### config.mk
export PLATFORM = sky130hd
export DESIGN_NAME = tx_bus_arbiter
export DESIGN_NICKNAME = d
export VERILOG_FILES = /design/src/rtl/net_pkg.sv /design/src/rtl/tx_bus_arbiter_rr_arbiter.sv /design/src/rtl/tx_bus_arbiter.sv
export SDC_FILE = /design/constraint.sdc
export NUM_CORES = 1
export LEC_CHECK = 0
export CORE_AREA = 2 2 272 274
export DETAILED_ROUTE_END_ITERATION = 6
export DIE_AREA = 0 0 274 276
export REMOVE_ABC_BUFFERS = 1
export SLEW_MARGIN = 20
export SYNTH_ARGS = -nofsm -noshare
export SYNTH_HDL_FRONTEND = slang
export SYNTH_SLANG_ARGS = --single-unit
### constraint.sdc
create_clock -name clk -period 7.15 [get_ports clk]
set_input_delay 2.145 -clock clk [delete_from_list [all_inputs] [get_ports clk]]
set_output_delay 2.145 -clock clk [all_outputs]
set_load 0.1 [all_outputs]
### src/rtl/net_pkg.sv
// Shared network definitions: header field widths, framing constants and
// the arbiter state type used by the TX bus arbiter.
package net_pkg;

  localparam int ID_W      = 2;
  localparam int LEN_W     = 4;
  localparam int PAYLOAD_W = 128;

  localparam logic [15:0] PREAMBLE_PATTERN = 16'hAAAA;
  localparam logic [7:0]  SFD_PATTERN      = 8'hAB;
  // Preamble + SFD + header + max payload + CRC; sizes the framer watchdog.
  localparam int FRAME_MAX_BITS = 168;

  typedef enum logic [1:0] {
    ST_IDLE = 2'd0,
    ST_SEND = 2'd1,
    ST_GAP  = 2'd2
  } arb_state_t;

  function automatic int id_bits(input int n);
    return (n > 1) ? $clog2(n) : 1;
  endfunction

endpackage

### src/rtl/tx_bus_arbiter_rr_arbiter.sv
// Combinational round-robin pick: the first set request strictly after
// rr_ptr (wrapping), returned as one-hot, index and an any-request flag.
module rr_arbiter
  import net_pkg::*;
#(
  parameter int NUM_REQ = 4,
  localparam int IDX_W  = id_bits(NUM_REQ)
) (
  input  logic [NUM_REQ-1:0] req,
  input  logic [IDX_W-1:0]   rr_ptr,
  output logic [NUM_REQ-1:0] onehot,
  output logic [IDX_W-1:0]   index,
  output logic               any
);

  logic [2*NUM_REQ-1:0] req_dbl;
  logic [NUM_REQ-1:0]   req_rot;
  logic [IDX_W-1:0]     offset;
  int                   sum;

  assign req_dbl = {req, req};
  // Rotating right by rr_ptr+1 puts the highest-priority requester at bit 0.
  assign req_rot = req_dbl[int'(rr_ptr) + 1 +: NUM_REQ];
  assign any     = |req;

  always_comb begin
    offset = '0;
    for (int i = NUM_REQ - 1; i >= 0; i--) begin
      if (req_rot[i]) offset = IDX_W'(i);
    end
  end

  always_comb begin
    sum = int'(rr_ptr) + 1 + int'(offset);
    if (sum >= NUM_REQ) sum = sum - NUM_REQ;
    index  = IDX_W'(sum);
    onehot = any ? (NUM_REQ'(1) << index) : '0;
  end

endmodule

### src/rtl/tx_bus_arbiter.sv
// Round-robin owner of the serial TX framer: latches the winner's frame,
// strobes tx_start, waits for tx_done (or watchdog abort), then idles the line.
module tx_bus_arbiter
  import net_pkg::*;
#(
  parameter int NUM_REQ     = 4,
  parameter int IFG_CYCLES  = 16,
  parameter int TIMEOUT_CYC = 1200
) (
  input  logic                          clk,
  input  logic                          rst_n,
  input  logic [NUM_REQ-1:0]            req,
  input  logic [NUM_REQ*ID_W-1:0]       req_dest,
  input  logic [NUM_REQ*LEN_W-1:0]      req_len,
  input  logic [NUM_REQ*PAYLOAD_W-1:0]  req_payload,
  output logic [NUM_REQ-1:0]            grant,
  output logic [NUM_REQ-1:0]            done,
  output logic [NUM_REQ-1:0]            err,
  output logic                          tx_start,
  output logic [ID_W-1:0]               tx_dest,
  output logic [ID_W-1:0]               tx_src,
  output logic [LEN_W-1:0]              tx_len,
  output logic [PAYLOAD_W-1:0]          tx_payload,
  output logic                          tx_abort,
  input  logic                          tx_done,
  output logic                          busy
);

  localparam int IDX_W   = id_bits(NUM_REQ);
  localparam int TIMER_W = $clog2(TIMEOUT_CYC + 1);
  localparam int GAP_W   = (IFG_CYCLES > 0) ? $clog2(IFG_CYCLES + 1) : 1;

  arb_state_t           state_reg;
  logic [IDX_W-1:0]     rr_ptr_reg;
  logic [TIMER_W-1:0]   timer_reg;
  logic [GAP_W-1:0]     gap_cnt_reg;
  logic [NUM_REQ-1:0]   grant_reg, done_reg, err_reg;
  logic                 tx_start_reg, tx_abort_reg, busy_reg;
  logic [ID_W-1:0]      tx_dest_reg, tx_src_reg;
  logic [LEN_W-1:0]     tx_len_reg;
  logic [PAYLOAD_W-1:0] tx_payload_reg;

  logic [NUM_REQ-1:0]   arb_onehot;
  logic [IDX_W-1:0]     arb_index;
  logic                 arb_any;

  logic [ID_W-1:0]      dest_arr    [NUM_REQ];
  logic [LEN_W-1:0]     len_arr     [NUM_REQ];
  logic [PAYLOAD_W-1:0] payload_arr [NUM_REQ];

  for (genvar gi = 0; gi < NUM_REQ; gi++) begin : g_fields
    assign dest_arr[gi]    = req_dest[gi*ID_W +: ID_W];
    assign len_arr[gi]     = req_len[gi*LEN_W +: LEN_W];
    assign payload_arr[gi] = req_payload[gi*PAYLOAD_W +: PAYLOAD_W];
  end

  rr_arbiter #(.NUM_REQ(NUM_REQ)) u_rr (
    .req    (req),
    .rr_ptr (rr_ptr_reg),
    .onehot (arb_onehot),
    .index  (arb_index),
    .any    (arb_any)
  );

  always_ff @(posedge clk or negedge rst_n) begin
    if (!rst_n) begin
      state_reg      <= ST_IDLE;
      rr_ptr_reg     <= IDX_W'(NUM_REQ - 1);
      timer_reg      <= '0;
      gap_cnt_reg    <= '0;
      grant_reg      <= '0;
      done_reg       <= '0;
      err_reg        <= '0;
      tx_start_reg   <= 1'b0;
      tx_abort_reg   <= 1'b0;
      busy_reg       <= 1'b0;
      tx_dest_reg    <= '0;
      tx_src_reg     <= '0;
      tx_len_reg     <= '0;
      tx_payload_reg <= '0;
    end else begin
      tx_start_reg <= 1'b0;
      tx_abort_reg <= 1'b0;
      done_reg     <= '0;
      err_reg      <= '0;
      case (state_reg)
        ST_IDLE: begin
          if (arb_any) begin
            grant_reg      <= arb_onehot;
            tx_start_reg   <= 1'b1;
            tx_dest_reg    <= dest_arr[arb_index];
            tx_src_reg     <= ID_W'(arb_index);
            tx_len_reg     <= len_arr[arb_index];
            tx_payload_reg <= payload_arr[arb_index];
            rr_ptr_reg     <= arb_index;
            timer_reg      <= '0;
            busy_reg       <= 1'b1;
            state_reg      <= ST_SEND;
          end
        end
        ST_SEND: begin
          timer_reg <= timer_reg + 1'b1;
          // tx_done takes precedence over a watchdog expiry in the same cycle.
          if (tx_done || timer_reg == TIMER_W'(TIMEOUT_CYC - 1)) begin
            if (tx_done) begin
              done_reg <= grant_reg;
            end else begin
              err_reg      <= grant_reg;
              tx_abort_reg <= 1'b1;
            end
            grant_reg   <= '0;
            gap_cnt_reg <= '0;
            if (IFG_CYCLES == 0) begin
              state_reg <= ST_IDLE;
              busy_reg  <= 1'b0;
            end else begin
              state_reg <= ST_GAP;
            end
          end
        end
        ST_GAP: begin
          if (gap_cnt_reg == GAP_W'(IFG_CYCLES - 1)) begin
            state_reg <= ST_IDLE;
            busy_reg  <= 1'b0;
          end else begin
            gap_cnt_reg <= gap_cnt_reg + 1'b1;
          end
        end
        default: begin
          state_reg <= ST_IDLE;
          busy_reg  <= 1'b0;
          grant_reg <= '0;
        end
      endcase
    end
  end

  assign grant      = grant_reg;
  assign done       = done_reg;
  assign err        = err_reg;
  assign tx_start   = tx_start_reg;
  assign tx_abort   = tx_abort_reg;
  assign busy       = busy_reg;
  assign tx_dest    = tx_dest_reg;
  assign tx_src     = tx_src_reg;
  assign tx_len     = tx_len_reg;
  assign tx_payload = tx_payload_reg;

endmodule

Yosys cells after proc, flatten, opt, wreduce, memory -nomap -nowiden
Index checks and enable logic that the tools add are counted.
{"block": "word_totals", "ff_bits": 171, "wordCells": 85}
{"block": "op_classes", "reduce_logical": 11, "bitwise": 3, "n_lt_le_gt_ge": 2, "muxes": 40, "n_eq_ne": 8, "n_addsub": 5, "shift": 2}
{"op": "binary-select mux 128 bit (select 2 bit)", "n": 1}
{"op": "2-to-1 mux 128 bit", "n": 2}
{"op": "2-to-1 mux 4 bit", "n": 10}
{"op": ">= comparator 32 x 4 -> 1 bit, second input constant", "n": 1}
{"op": "case mux 11 bit (2 select lines)", "n": 1}
{"op": "2-to-1 mux 2 bit", "n": 10}
{"op": "case mux 4 bit (3 select lines)", "n": 1}
{"op": "AND reduction 3 bit", "n": 4}
{"op": "adder 11 x 1 -> 11 bit, second input constant", "n": 1}
{"op": "equality test 11 bit, second input constant", "n": 1}
{"op": "2-to-1 mux 11 bit", "n": 1}
{"op": "2-to-1 mux 5 bit", "n": 2}
{"op": "case mux 5 bit (2 select lines)", "n": 1}
{"op": "binary-select mux 4 bit (select 2 bit)", "n": 1}
{"op": "!= test 2 bit, second input constant", "n": 4}
{"op": "variable part select 8 x 4 -> 4 bit", "n": 1}
{"op": "2-to-1 mux 1 bit", "n": 7}
{"op": "case mux 2 bit (3 select lines)", "n": 1}
{"op": "adder 5 x 1 -> 5 bit, second input constant", "n": 1}
{"op": "equality test 5 x 4 -> 1 bit, second input constant", "n": 1}
{"op": "adder 3 x 2 -> 4 bit", "n": 1}
{"op": "binary-select mux 2 bit (select 2 bit)", "n": 1}
{"op": "AND reduction 2 bit", "n": 2}
{"op": "nonzero test 2 bit", "n": 2}
{"op": "other kinds (12)", "n": 13}

Longest topological paths before layout
Gate-level depths: netlist of the first run.
{"block": "depth", "depth_word": 13, "ltp_mapped": 12, "mapped_depth_nobuf": 9}

Hierarchy
Synthesis of the first run repeated with hierarchy kept, for this count alone.
{"block": "hier_totals", "hier_cells": 921, "hier_area_um2": 10121.0}
{"mod": "tx_bus_arbiter", "instances": 1, "seq_area_each_um2": 4281.6, "area_each_um2": 9808.2, "cells_each": 877}
{"mod": "rr_arbiter", "instances": 1, "seq_area_each_um2": 0.0, "area_each_um2": 312.8, "cells_each": 44}

Least setup slack after synthesis of the first run
Ideal clock, no wire load.
{"block": "synth_path", "path_type": "input -> register", "startpoint": "input port req[1]", "endpoint": "register tx_dest_reg[0] (netlist: tx_dest[0])", "stages": 12, "setup_slack_ns": 2.589, "arrival_ns": 4.466, "setup_time_ns": 0.095, "path_buffers": 5, "required_ns": 7.055, "cell_sequence": "buf_4 -> nor2b_1 -> a21oi_1 -> o221ai_1 -> o21ai_0 -> ha_1 -> clkbuf_1 -> clkbuf_1 -> clkbuf_1 -> clkbuf_1 -> a221oi_1 -> o31ai_1"}
{"block": "synth_between", "elab_chain_len": 12, "word_cells_on_any_way": 15}
{"item": "from (decl)", "line_no": "tx_bus_arbiter.sv:12", "source": "input logic [NUM_REQ-1:0] req,"}
{"item": "variable part select 8 x 4 -> 4 bit", "line_no": "tx_bus_arbiter_rr_arbiter.sv:23", "source": "assign req_rot = req_dbl[int'(rr_ptr) + 1 +: NUM_REQ];"}
{"item": "2-to-1 mux 2 bit (4 in series)", "line_no": "tx_bus_arbiter_rr_arbiter.sv:29", "source": "if (req_rot[i]) offset = IDX_W'(i);"}
{"item": "adder 3 x 2 -> 4 bit", "line_no": "tx_bus_arbiter_rr_arbiter.sv:34", "source": "sum = int'(rr_ptr) + 1 + int'(offset);"}
{"item": ">= comparator 32 x 4 -> 1 bit / subtractor 2 x 1 -> 2 bit (equally long branches)", "line_no": "tx_bus_arbiter_rr_arbiter.sv:35", "source": "if (sum >= NUM_REQ) sum = sum - NUM_REQ;"}
{"item": "2-to-1 mux 2 bit", "line_no": "tx_bus_arbiter_rr_arbiter.sv:35"}
{"item": "NOT 2 -> 3 bit (not written as such)", "line_no": "tx_bus_arbiter.sv:91", "source": "tx_dest_reg <= dest_arr[arb_index];"}
{"item": "binary-select mux 2 bit (select 2 bit)", "line_no": "tx_bus_arbiter.sv:91"}
{"item": "2-to-1 mux 2 bit (not written as such) (2 in series)", "line_no": "tx_bus_arbiter.sv:91"}
{"item": "to (signal assigned)", "line_no": "tx_bus_arbiter.sv:91"}
{"item": "to (decl)", "line_no": "tx_bus_arbiter.sv:39", "source": "logic [ID_W-1:0] tx_dest_reg, tx_src_reg;"}
Parallel ways exist; a longest one is shown, timed or not. The select of a mux whose other input is x is not followed.
A chain may end at the register's enable or synchronous reset.

Worst setup path after layout of the first run
{"block": "layout_path", "startpoint": "input port req[2]", "endpoint": "register tx_payload_reg[58] (netlist: tx_payload[58])"}
{"block": "layout_between", "elab_chain_len": 12, "word_cells_on_any_way": 15}
{"item": "variable part select 8 x 4 -> 4 bit", "line_no": "tx_bus_arbiter_rr_arbiter.sv:23"}
{"item": "2-to-1 mux 2 bit (4 in series)", "line_no": "tx_bus_arbiter_rr_arbiter.sv:29"}
{"item": "adder 3 x 2 -> 4 bit", "line_no": "tx_bus_arbiter_rr_arbiter.sv:34"}
{"item": ">= comparator 32 x 4 -> 1 bit / subtractor 2 x 1 -> 2 bit (equally long branches)", "line_no": "tx_bus_arbiter_rr_arbiter.sv:35"}
{"item": "2-to-1 mux 2 bit", "line_no": "tx_bus_arbiter_rr_arbiter.sv:35"}
{"item": "NOT 2 -> 3 bit (not written as such)", "line_no": "tx_bus_arbiter.sv:94", "source": "tx_payload_reg <= payload_arr[arb_index];"}
{"item": "binary-select mux 128 bit (select 2 bit)", "line_no": "tx_bus_arbiter.sv:94"}
{"item": "2-to-1 mux 128 bit (not written as such) (2 in series)", "line_no": "tx_bus_arbiter.sv:94"}
{"item": "to (signal assigned)", "line_no": "tx_bus_arbiter.sv:94"}
{"item": "to (decl)", "line_no": "tx_bus_arbiter.sv:41", "source": "logic [PAYLOAD_W-1:0] tx_payload_reg;"}
Parallel ways exist; a longest one is shown, timed or not. The select of a mux whose other input is x is not followed.

==> results of run 1 <==
==> worst register-to-register path: cells and delay by family, from the launching register on <==
family                   cells  cell delay, ns
buffers and inverters        1            0.36
adder cells (fa/ha/maj)      1            0.23
AND/OR/NAND/NOR              1            0.17
flip-flops                   1            0.65
XOR/XNOR                     1            0.37
AO/OA/AOI/OAI                6            1.84
==> worst max path at each step <==
stage	from	to	cells past startpoint
5_1_grt	req[2]	tx_payload[58]	11
6_report	req[2]	tx_payload[58]	11
2_1_floorplan	req[2]	tx_dest[0]	7
3_5_place_dp	req[2]	tx_payload[58]	11
3_3_place_gp	req[2]	tx_payload[42]	10
4_1_cts	req[2]	tx_payload[58]	11
==> layer usage <==
layer  up-vias  part of all wire [%]
met5         -                 0.024
met3        83                   8.0
met2       579                    50
met4         2                   3.2
met1      6179                    39
li1       6041                     -
==> layout make-up <==
type                            count  area, um2
Inverter                            6       22.5
Antenna cell                        3       7.51
Timing Repair Buffer              723       7260
Clock inverter                     14        128
Sequential cell                   171       4280
Multi-Input combinational cell    932       6420
Tap cell                          959       1200
Fill cell                        7710      52800
Clock buffer                       18        429
==> cell families after synthesis <==
group,Yosys count,synth area share [%]
xor+xnor,2,0.155
simple gates,477,23.2
buf+inv,157,5.54
flops,171,37.9
compound gates,444,32.3
mux,4,0.365
fa+ha+maj,5,0.554
==> cells in the final DEF (no fill, tap or decap), drive strengths merged, types with 10 or more instances in the layout <==
master and count:
a2111oi 134, a221oi 134, buf 32, clkbuf 19
clkdlybuf4s50 690, dfrtp 169, inv 14, nand2 150
nand3 10, nor2 11, nor2b 273, o21ai 17
o31ai 140
==> per-stage QoR <==
step           cells  setup slack (ns)  instance area, um2  hold slack (ns)  TNS, ns
6_report        2826              1.60               19700            0.476        0
4_1_cts         2823              1.69               19700            0.483        0
3_5_place_dp    2791              1.14               19200            0.465        0
3_3_place_gp    2791             0.961               19200            0.459        0
5_1_grt         2823              1.45               19700            0.503        0
2_1_floorplan   1109             -4.73               10700            0.443  -657.48
==> results.cfg, run 1 <==
[floorplanning]
rows = 99
start_util_pct = 15.6
die_w_um = 274
design.portCount = 694
fp.dieH_um = 276
fp.dieArea_mm2 = 0.0756
core-area_mm2 = 0.0726

[setup_path]
worst-endpoint-arrival_ns = 5.90
worst_path_most_repeated_cell = o21ai_0
r2r-start = rr_ptr_reg[1]
timing.critical_path.buf_inv = 2
cp_top_family = compound AO/OA/AOI/OAI gates
worst_setup_path_end_kind = flop
worst_ep_required_time_ns = 7.49
cpMaxStageDelayCell = a2111oi_0
start_kind = primary input
timing.critical_path.cells = clkdlybuf4s50_1, nand2b_1, a21oi_1, o21ai_0, o21ai_0, ha_4, xor2_1, a31oi_4, buf_4, a2111oi_0, o31ai_1
reg2reg_setup_slack_ns = 3.38
cpPeakStageDelay_ns = 0.98
critical_path_peak_fanout = 30
type_of_the_worst_setup_path = primary input to flop
timing.reg2reg.worst_path_depth = 10
timing.rr.end = tx_payload[58]

[grt]
grt_antenna_before_repair = 5
groute.layer.met2.usage_pct = 24.0
global_route.usage.met1_pct = 15.9
grt.busiest_layer = met2
globalRouteOverflowTotal = 0
maximum_number_of_pins_on_one_net_before_global_route_repair = 104
track_usage_pct = 13.8
global_route_wire_length_before_repair_mm = 80.0
grt_pass1_vias = 13000
grtUsageMet3_pct = 3.94

[min_path]
hold_path_startpoint = tx_payload[2]
min_path_type = flop to flop
worst_hold_path.endpoint = tx_payload[2]
worstHoldPathCells = 2

[yosys]
synth.avg_cell_area_um2 = 8.97
cell_with_the_most_instances_after_synthesis = nor2b_1
yosys.area.top_type = dfrtp_1
synthArstFlopShare_pct = 100
synth_top_cells_by_count = nor2b_1 (273), dfrtp_1 (169), nand2_1 (150)
netlist_area_mm2 = 0.0113
postSynthCellCount = 1260
synth_flop_cell = dfrtp_1
synth.distinct_cells = 48
synth-warning-count = 0
postSynthRegisterBits = 171
synth_top_cell_area_share_pct = 37.4
synth_edf_count = 0
synth_seq_area_share_pct = 37.9
ys_top_cells_by_area = dfrtp_1 (37%), nor2b_1 (15%), a2111oi_0 (10%)

[sta]
grt_setup_unrepaired = no
timing_max_transition_violations_final = 0
final.period_utilization_pct = 77.7
timing_worst_slew_pin_value_ns = 1.09
max_slew_margin_pct = 25.7
setup_viol_count_final = 0
fin_skew_ns = 0.0189
finalHoldViolCount = 0
achievable-frequency_mhz = 180
period_needed_ns = 5.55

[clock_network]
cts_tree = built
clock_insertion_delay_worst_skew_ns = 0.49
cts.sink_count = 171
post_cts_buffers = 0
clkSlewWorstSetupHoldPaths_ns = 0.09
root_buffer = clkbuf_16
clock_tree.htree_level_count = 4
post_cts_resized = 0
holdBufCountCts = 0
tritoncts.num_buffers = 17
clock_tree.buffer_depth = 2

[placement]
post-dp-hpwl_mm = 40.5
place.gp.congestion = 0.909
placement.io_buffers = 693

[layout]
layout.nets = 2399
final_core_utilization_pct = 27.2
area_growth_pct = 74.8
drive_above_1_share_pct = 4.08
largest_reg_flops = 128

[run_status]
status = complete, no violations

[flow_run]
maxCapViolCount = 0

[drt]
drc_errors = 0
detail_route.wirelength_mm = 54.2
vias = 12900
dr.first_iter.drc_count = 774
firstDrtPassIters = 5
routed_via_density = 4.56
detail_route.wl_per_cell_um = 19.2
antenna_left = 0
Power of run 1 is not shown: default switching activity piles up to over one toggle a cycle in this logic, so the estimate is an artifact.
==> inputs of run 2 (changes only) <==
==> constraint.sdc (replaced) <==
create_clock -name clk -period 5.36 [get_ports clk]
set_input_delay 1.608 -clock clk [delete_from_list [all_inputs] [get_ports clk]]
set_output_delay 1.608 -clock clk [all_outputs]
set_load 0.1 [all_outputs]
==> run 2 against run 1 <==
  * First-iteration DRC count shrank 5.4%
  * Routed wire length grew 1.1%
  * Sequential share of layout area shrank 0.36 points
  * Sequential cell count is the same
  * Via count grew 0.71%
  * Cell area grew 1.7%
  * Worst hold slack gained 0.0038 ns
  * Highest routed layer unchanged
  * Setup slack lost 0.83 ns
==> results.cfg, run 2 (synthesized netlist as in run 1, its figures left out) <==
[sta]
finalSetupTns_ns = 0
timing.final.ws_setup_ns = 0.765
final.period_utilization_pct = 85.7
period_needed_ns = 4.60
grt_setup_unrepaired = no
timing_worst_slew_pin_value_ns = 1.11
achievable-frequency_mhz = 218
max_slew_margin_pct = 25.5
fin_skew_ns = 0.0150
finalHoldViolCount = 0
setup_viol_count_final = 0
timing_max_transition_violations_final = 0

[min_path]
min_path_type = flop to flop

[placement]
placement.io_buffers = 693
post-dp-hpwl_mm = 41.4
place.gp.congestion = 0.899
detailed_place.area_mm2 = 0.0195
pre_cts_ws_ns = 0.270

[floorplanning]
fp.dieArea_mm2 = 0.0756
design.portCount = 694
fp.dieH_um = 276
core-area_mm2 = 0.0726
die_w_um = 274
rows = 99
start_util_pct = 15.6

[drt]
routed_via_density = 4.55
firstDrtPassIters = 5
vias = 13000
antenna_left = 0
detail_route.wl_per_cell_um = 19.2
drc_errors = 0
detail_route.wirelength_mm = 54.8
dr.first_iter.drc_count = 732

[clock_network]
tritoncts.num_buffers = 17
clock_tree.htree_level_count = 4
post_cts_resized = 0
root_buffer = clkbuf_16
clock_tree.buffer_depth = 2
cts_tree = built
holdBufCountCts = 0
cts.sink_count = 171
clock_insertion_delay_worst_skew_ns = 0.48
clkSlewWorstSetupHoldPaths_ns = 0.09
post_cts_buffers = 0

[setup_path]
worst_setup_path_end_kind = flop
worst_ep_required_time_ns = 5.71
type_of_the_worst_setup_path = primary input to flop
critical_path_peak_fanout = 134
worst-endpoint-arrival_ns = 4.95
start_kind = primary input

[grt]
track_usage_pct = 13.9
global_route_wire_length_before_repair_mm = 81.0
grt_pass1_vias = 13400
globalRouteOverflowTotal = 0
maximum_number_of_pins_on_one_net_before_global_route_repair = 135
grt_antenna_before_repair = 5

[layout]
layout.nets = 2425
final_design_area_no_fill_mm2 = 0.0201
most-common-layout-cells = clkdlybuf4s50_1 (690), nor2b_1 (273), dfrtp_1 (169), nand2_1 (150), o31ai_1 (139)
drive_above_1_share_pct = 5.45
area_growth_pct = 77.8
final_common_cell = clkdlybuf4s50_1
final_core_utilization_pct = 27.7
largest_reg_flops = 128

[run_status]
status = complete, no violations

[flow_run]
maxCapViolCount = 0
[run 2: worst max-delay path, cell delays in order]
cell             delay [ns]
clkdlybuf4s50_1        0.65
nand2b_1               0.13
a21oi_1                0.17
o21ai_0                0.10
o21ai_0                0.40
ha_4                   0.21
xor2_1                 0.37
nand4_4                0.16
buf_12                 0.28
a221oi_1               0.59
o31ai_1                0.13
[run 2: path summary, 6_finish.rpt]
check	startpoint	end	slack (ns)	cells past startpoint
max	req[2]	tx_payload[73]	0.76	11
min	tx_payload[41]	tx_payload[41]	0.48	2
max reg2reg	rr_ptr_reg[1]	tx_payload[1]	2.04	10
min reg2reg	tx_payload[41]	tx_payload[41]	0.48	2
max in group asynchronous	rst_n	tx_payload[32]	3.19	2
min in group asynchronous	rst_n	tx_payload[57]	1.13	1
[run 2: metrics by stage]
stage               hold WS (ns)  cells
detailed placement         0.466   2817
floorplan                  0.443   1109
finish                     0.480   2850
global placement           0.459   2817
global route               0.504   2849
CTS                        0.484   2849
[run 2: routing by layer]
metal	vias to the layer above	GRT usage (%)	routed length [um]
li1	6102	-	-
met2	532	24.1	27100
met4	6	5.18	1580
met1	6251	15.8	21700
met3	84	4.35	4320
met5	-	0	41
[run 2: final cells by class]
type	count	area [um2]
fill	7651	52500
timing repair buffer	749	7540
multi-input combinational	932	6420
sequential	171	4280
tap	959	1200
clock buffer	17	425
clock inverter	15	191
inverter	6	22.5
antenna	1	2.50
Power of run 2 is left out for the same reason.
